### src/rtl/filtering_pkg.sv
// Shared definitions for the filtering control unit: default bus width,
// FSM state encoding and the index-width helper.
package filtering_pkg;

  localparam int DIMM_BUS_WIDTH = 16;

  typedef logic [1:0] state_t;

  localparam state_t S_IDLE = 2'd0;
  localparam state_t S_REQ  = 2'd1;
  localparam state_t S_MAC  = 2'd2;
  localparam state_t S_DONE = 2'd3;

  // Index width for a count of n items, never narrower than one bit.
  function automatic int idx_w(input int n);
    return (n > 2) ? $clog2(n) : 1;
  endfunction

endpackage

### src/rtl/filtering_tap_counter.sv
// Nested kernel/row/column tap counter. c is innermost, k outermost.
// The wrap flags are combinational and describe the current tap, so the
// parent can act on the final tap in the same cycle it is presented.
module filtering_tap_counter
  import filtering_pkg::*;
#(
  parameter int KERNEL_SIZE = 3,
  parameter int NUM_KERNELS = 1,
  parameter int TAP_W       = idx_w(KERNEL_SIZE),
  parameter int KIDX_W      = idx_w(NUM_KERNELS)
) (
  input  logic              clk,
  input  logic              reset,
  input  logic              clear,
  input  logic              step,
  output logic [TAP_W-1:0]  r,
  output logic [TAP_W-1:0]  c,
  output logic [KIDX_W-1:0] k,
  output logic              c_wrap,
  output logic              r_wrap,
  output logic              k_wrap
);

  localparam logic [TAP_W-1:0]  TAP_LAST = TAP_W'(KERNEL_SIZE - 1);
  localparam logic [KIDX_W-1:0] K_LAST   = KIDX_W'(NUM_KERNELS - 1);

  assign c_wrap = (c == TAP_LAST);
  assign r_wrap = c_wrap && (r == TAP_LAST);
  assign k_wrap = r_wrap && (k == K_LAST);

  // Advance c, carrying into r and then k; clear returns to tap (0,0,0).
  always_ff @(posedge clk) begin
    if (reset || clear) begin
      r <= '0;
      c <= '0;
      k <= '0;
    end else if (step) begin
      if (c_wrap) begin
        c <= '0;
        if (r == TAP_LAST) begin
          r <= '0;
          k <= (k == K_LAST) ? '0 : k + 1'b1;
        end else begin
          r <= r + 1'b1;
        end
      end else begin
        c <= c + 1'b1;
      end
    end
  end

endmodule

### src/rtl/filtering_control_unit_param.sv
// Filtering control unit: walks a "valid" convolution over a W x H frame,
// requesting one input window per output pixel and then issuing
// NUM_KERNELS*K*K tap strobes for it.
// Optional build macro FILTERING_CTRL_ABORT_EN adds an abort input that
// drops an in-flight frame (REQ/MAC) back to IDLE without a done pulse.
//
// state  | meaning
// IDLE   | waiting for start; frame size latched on start
// REQ    | req_pix high until the window-ready ack is sampled
// MAC    | one tap per cycle, k outer / r middle / c inner
// DONE   | one-cycle done pulse, then IDLE
module filtering_control_unit_param #(
  parameter  int DIMM_BUS_WIDTH = filtering_pkg::DIMM_BUS_WIDTH,
  parameter  int KERNEL_SIZE    = 3,
  parameter  int NUM_KERNELS    = 1,
  localparam int TAP_W          = filtering_pkg::idx_w(KERNEL_SIZE),
  localparam int KIDX_W         = filtering_pkg::idx_w(NUM_KERNELS)
) (
  input  logic                      clk,
  input  logic                      reset,
`ifdef FILTERING_CTRL_ABORT_EN
  input  logic                      abort,
`endif
  input  logic [DIMM_BUS_WIDTH-1:0] frame_input_width,
  input  logic [DIMM_BUS_WIDTH-1:0] frame_input_height,
  input  logic                      start,
  output logic                      done,
  output logic [TAP_W-1:0]          offset,
  output logic [TAP_W-1:0]          addr,
  output logic [KIDX_W-1:0]         kernel_idx,
  output logic                      en,
  output logic                      last_kernel,
  input  logic                      pix_ctrl_ack,
  output logic                      req_pix,
  output logic                      new_line
);

  import filtering_pkg::*;

  localparam logic [DIMM_BUS_WIDTH-1:0] K_DW = DIMM_BUS_WIDTH'(KERNEL_SIZE);

  state_t                    state;
  logic [DIMM_BUS_WIDTH-1:0] w_lat;
  logic [DIMM_BUS_WIDTH-1:0] h_lat;
  logic [DIMM_BUS_WIDTH-1:0] col;
  logic [DIMM_BUS_WIDTH-1:0] row;
  logic                      new_line_q;
  logic                      in_mac;
  logic                      abort_hit;
  logic [TAP_W-1:0]          tap_r;
  logic [TAP_W-1:0]          tap_c;
  logic [KIDX_W-1:0]         tap_k;
  logic                      c_wrap;
  logic                      r_wrap;
  logic                      k_wrap;

  assign in_mac = (state == S_MAC);

`ifdef FILTERING_CTRL_ABORT_EN
  assign abort_hit = abort && ((state == S_REQ) || (state == S_MAC));
`else
  assign abort_hit = 1'b0;
`endif

  // Tap counter runs only in MAC and sits at zero everywhere else.
  filtering_tap_counter #(
    .KERNEL_SIZE (KERNEL_SIZE),
    .NUM_KERNELS (NUM_KERNELS),
    .TAP_W       (TAP_W),
    .KIDX_W      (KIDX_W)
  ) u_tap_counter (
    .clk    (clk),
    .reset  (reset),
    .clear  (!in_mac || abort_hit),
    .step   (in_mac),
    .r      (tap_r),
    .c      (tap_c),
    .k      (tap_k),
    .c_wrap (c_wrap),
    .r_wrap (r_wrap),
    .k_wrap (k_wrap)
  );

  // Frame sequencing: state, latched frame size and output-pixel position.
  always_ff @(posedge clk) begin
    if (reset) begin
      state      <= S_IDLE;
      w_lat      <= '0;
      h_lat      <= '0;
      col        <= '0;
      row        <= '0;
      new_line_q <= 1'b0;
    end else begin
      new_line_q <= 1'b0;
      if (abort_hit) begin
        state <= S_IDLE;
        col   <= '0;
        row   <= '0;
      end else begin
        case (state)
          S_IDLE: begin
            if (start) begin
              w_lat <= frame_input_width;
              h_lat <= frame_input_height;
              col   <= '0;
              row   <= '0;
              // A frame smaller than the kernel has no valid output pixel.
              if ((frame_input_width < K_DW) || (frame_input_height < K_DW))
                state <= S_DONE;
              else
                state <= S_REQ;
            end
          end
          S_REQ: begin
            if (pix_ctrl_ack) state <= S_MAC;
          end
          S_MAC: begin
            if (k_wrap) begin
              if (col == w_lat - K_DW) begin
                col        <= '0;
                new_line_q <= 1'b1;
                if (row == h_lat - K_DW) begin
                  row   <= '0;
                  state <= S_DONE;
                end else begin
                  row   <= row + 1'b1;
                  state <= S_REQ;
                end
              end else begin
                col   <= col + 1'b1;
                state <= S_REQ;
              end
            end
          end
          S_DONE: state <= S_IDLE;
          default: state <= S_IDLE;
        endcase
      end
    end
  end

  // Outputs decode from registered state; tap indices forced to zero off-MAC.
  always_comb begin
    req_pix     = (state == S_REQ);
    done        = (state == S_DONE);
    en          = in_mac;
    offset      = in_mac ? tap_r : '0;
    addr        = in_mac ? tap_c : '0;
    kernel_idx  = in_mac ? tap_k : '0;
    last_kernel = in_mac && r_wrap;
    new_line    = new_line_q;
  end

endmodule
### config.mk
export PLATFORM = sky130hd
export DESIGN_NAME = filtering_control_unit_param
export DESIGN_NICKNAME = d
export VERILOG_FILES = /design/src/rtl/filtering_pkg.sv /design/src/rtl/filtering_tap_counter.sv /design/src/rtl/filtering_control_unit_param.sv
export SDC_FILE = /design/constraint.sdc
export NUM_CORES = 1
export LEC_CHECK = 0
export CORE_ASPECT_RATIO = 0.8
export CORE_MARGIN = 3
export CORE_UTILIZATION = 70
export CTS_BUF_LIST = sky130_fd_sc_hd__clkbuf_2
export DETAILED_ROUTE_END_ITERATION = 12
export DONT_BUFFER_PORTS = 1
export PLACE_DENSITY = 0.86
export REMOVE_ABC_BUFFERS = 1
export SLEW_MARGIN = 5
export SYNTH_ARGS = -nofsm -noshare
export SYNTH_HDL_FRONTEND = slang
export SYNTH_HIERARCHICAL = 1
export SYNTH_SLANG_ARGS = --single-unit
### constraint.sdc
create_clock -name clk -period 4.3 [get_ports clk]
set_input_delay 1.29 -clock clk [delete_from_list [all_inputs] [get_ports clk]]
set_output_delay 1.29 -clock clk [all_outputs]
set_load 0.005 [all_outputs]
==> results.cfg <==
[die]
die_height_um = 77.9
num_io_pins = 46
die_width_um = 95.9
core_area_mm2 = 0.00610
die-area_mm2 = 0.00748
initial_core_util_pct = 74.3
rows = 25

[logic_synthesis]
avgSynthCellArea_um2 = 8.10
synth_cell_type_count = 70
synthArstFlopShare_pct = 0
synth_warnings = 6
netlist_area_mm2 = 0.00453
netlist.area_leader.share_pct = 31.4
ys_seq_elements = 71
yosys.area.top_type = dfxtp_1
synth_edf_count = 0
synth.most_common_cell = nand2_1
ys_top_cells_by_area = dfxtp_1, nand2_1, a21oi_1, xnor2_1, mux2i_1
synth_cells = 559
synth_flop_cell = dfxtp_1
yosysSeqAreaShare_pct = 31.4
synth_common_cells = nand2_1, dfxtp_1, a21oi_1

[clocking]
clock-sinks = 71
htree_levels = 3
cts-root-buf = clkbuf_2
cts_max_path_buffers = 2
cts_buffers = 9
clk_latency_ns = 0.54
cts_setup_buffers = 0
cts_resized = 0
clk_pin_slew_worst_paths_ns = 0.22
cts_tree = built
postCtsHoldBufs = 0

[outcome]
status = finished, final reports clean

[worst_setup_path]
crit_type = flop to flop
critical-path-max-stage-delay_ns = 0.66
start_kind = flop
cp_top_family = simple AND/OR/NAND/NOR gates
crit_chain = ha_1 > nor2b_1 > nor4b_1 > a31oi_1 > a2111oi_0 > nor2b_1 > and2_1 > nor2_1 > a221o_1
arrival_ns = 3.93
cp_num_buf_inv = 0
crit_path_max_fanout = 25
crit_top_cell = nor2b_1
cp.required_ns = 4.74
cp-end-kind = flop
slowest_stage = and2_1

[sta]
hold_viol = 0
fin_crit_sh_pct = 81.2
rsz0062_at_grt = false
tightest_slew_ns = 0.802
finalSetupViolCount = 0
fin_tns_setup_ns = 0
skew_ns = 0.0282
slew_headroom_pct = 46.5
period_needed_ns = 3.49
fmax_ghz = 0.287
fin_ws_ns = 0.810
slew_viol_final = 0

[global_routing]
grt_max_degree = 48
grt-ovfl-total = 0
grt_usage_pct = 32.3
grt_use_met2_pct = 46.6
use_met1_pct = 47.6
busiest_layer = met1
grt_pass1_wl_mm = 19.0
grt_use_met3_pct = 7.66
antenna_found_initial = 0
grt_pass1_vias = 3933

[layout]
syn_to_final_growth_pct = 2.43
final_area_mm2 = 0.00464
drive_gt1_share_pct = 7.73
finalNetCount = 578
stdcell_count = 624
fin_util_pct = 76.1
num_antenna_cells = 0
fill_cells = 441

[routing]
drc = 0
via_per_inst = 7.00
drtIter0Drc = 372
totalWireLength_mm = 11.5
drt-wirelength-per-cell_um = 18.5
ant_nets = 0
drt_pass1_iterations = 5
vias = 4365

[flow_run]
maxCapViolations = 0

[placement]
dpl.cell_count = 608
place_area_mm2 = 0.00450
hpwl_mm = 8.13
dpl_worst_slack_ns = 0.969
portBuffers = 0
place.gp.congestion = 0.876

[power_and_ir_drop]
static-leakage-power_uw = 0.00161
power_density_mw_per_mm2 = 304
ir_drop_mv = 0.162

[hold_path]
min_path_type = flop to flop
## path summary, 6_finish.rpt
| kind | start | to | slack (ns) | cells past startpoint |
|---|---|---|---|---|
| setup reg to reg | w_lat[0] | col[14] | 0.81 | 9 |
| hold reg to reg | w_lat[15] | w_lat[15] | 0.49 | 2 |
| setup / recovery | w_lat[0] | col[14] | 0.81 | 9 |
| hold / removal | w_lat[15] | w_lat[15] | 0.49 | 2 |
## worst register-to-register path, delay by kind of cell (launching register included)
family                     cells  cell delay, ns
DFF                            1            0.45
AOI/OAI and AO/OA              3            1.05
and+or+nand+nor                5            1.62
adders and majority gates      1            0.27
## cell type report
| type | count | area (um^2) | area share (%) |
|---|---|---|---|
| clock inverter | 6 | 85.1 | 1.83 |
| sequential | 71 | 1420 | 30.6 |
| clock buffer | 10 | 50.0 | 1.08 |
| tap | 81 | 101 | 2.18 |
| timing repair buffer | 5 | 37.5 | 0.809 |
| inverter | 14 | 52.6 | 1.13 |
| multi-input combinational | 437 | 2890 | 62.3 |
## per-layer routing
metal	up-vias	share of wire [%]
li1	2024	-
met4	0	1.1
met3	17	12
met2	253	42
met1	2071	45
met5	-	0
## stage by stage
step           power [uW]  hold WS [ns]
6_report             1410         0.486
5_1_grt              1480         0.520
4_1_cts              1410         0.488
3_5_place_dp          973         0.462
3_3_place_gp          963         0.455
2_1_floorplan         918         0.442
## cell families (layout without fill, tap and decap cells)
family | after synthesis | in the layout | synth area share [%]
muxes | 19 | 19 | 4.25
other | 1 | 1 | 0.0828
and+or+nand+nor | 254 | 254 | 30.4
AOI/OAI and AO/OA | 124 | 124 | 21.1
buffers and inverters | 51 | 35 | 4.94
adders and majority gates | 4 | 4 | 1.11
xor gates and xnor gates | 35 | 35 | 6.77
DFF | 71 | 71 | 31.4
## power by group
| group | switching (uW) | internal, uW |
|---|---|---|
| Combinational | 145 | 104 |
| Clock | 251 | 193 |
| Sequential | 40.1 | 681 |
## layout by cell type, fill, tap and decap left out, types with 2 or more instances in the layout
master	Yosys	routed
nand2_1	81	81
dfxtp_1	71	71
a21oi_1	43	43
xnor2_1	22	22
and3_1	21	21
nand3_1	20	20
nor4_1	17	17
nor2_1	18	17
nand4_1	17	17
mux2i_1	17	17
nor3b_1	16	16
inv_1	14	14
xor2_1	13	13
and2_1	12	12
nor3_1	13	12
o21a_1	10	10
clkbuf_2	0	10
o311ai_0	9	9
a221oi_1	8	8
o21ai_0	7	7
nand2b_1	5	5
nor2b_1	5	5
nand3b_1	5	5
or3_1	5	5
a31oi_1	5	5
nor4b_1	5	5
a211oi_1	5	5
a221oi_2	5	5
buf_4	3	5
ha_1	4	4
and4_1	3	3
o22ai_1	3	3
or2_2	2	2
a2111oi_4	2	2
a211o_1	2	2
a22o_1	2	2
a211oi_2	2	2
o2111ai_1	2	2
bufinv_16	0	2
mux2_2	2	2
## sequential cells by signal (all words and copies together) (netlist names)
register         cells
col                 16
h_lat               16
new_line             1
row                 16
state                2
u_tap_counter/c      2
u_tap_counter/r      2
w_lat               16
Note: power is estimated with default switching activity, not from simulation.
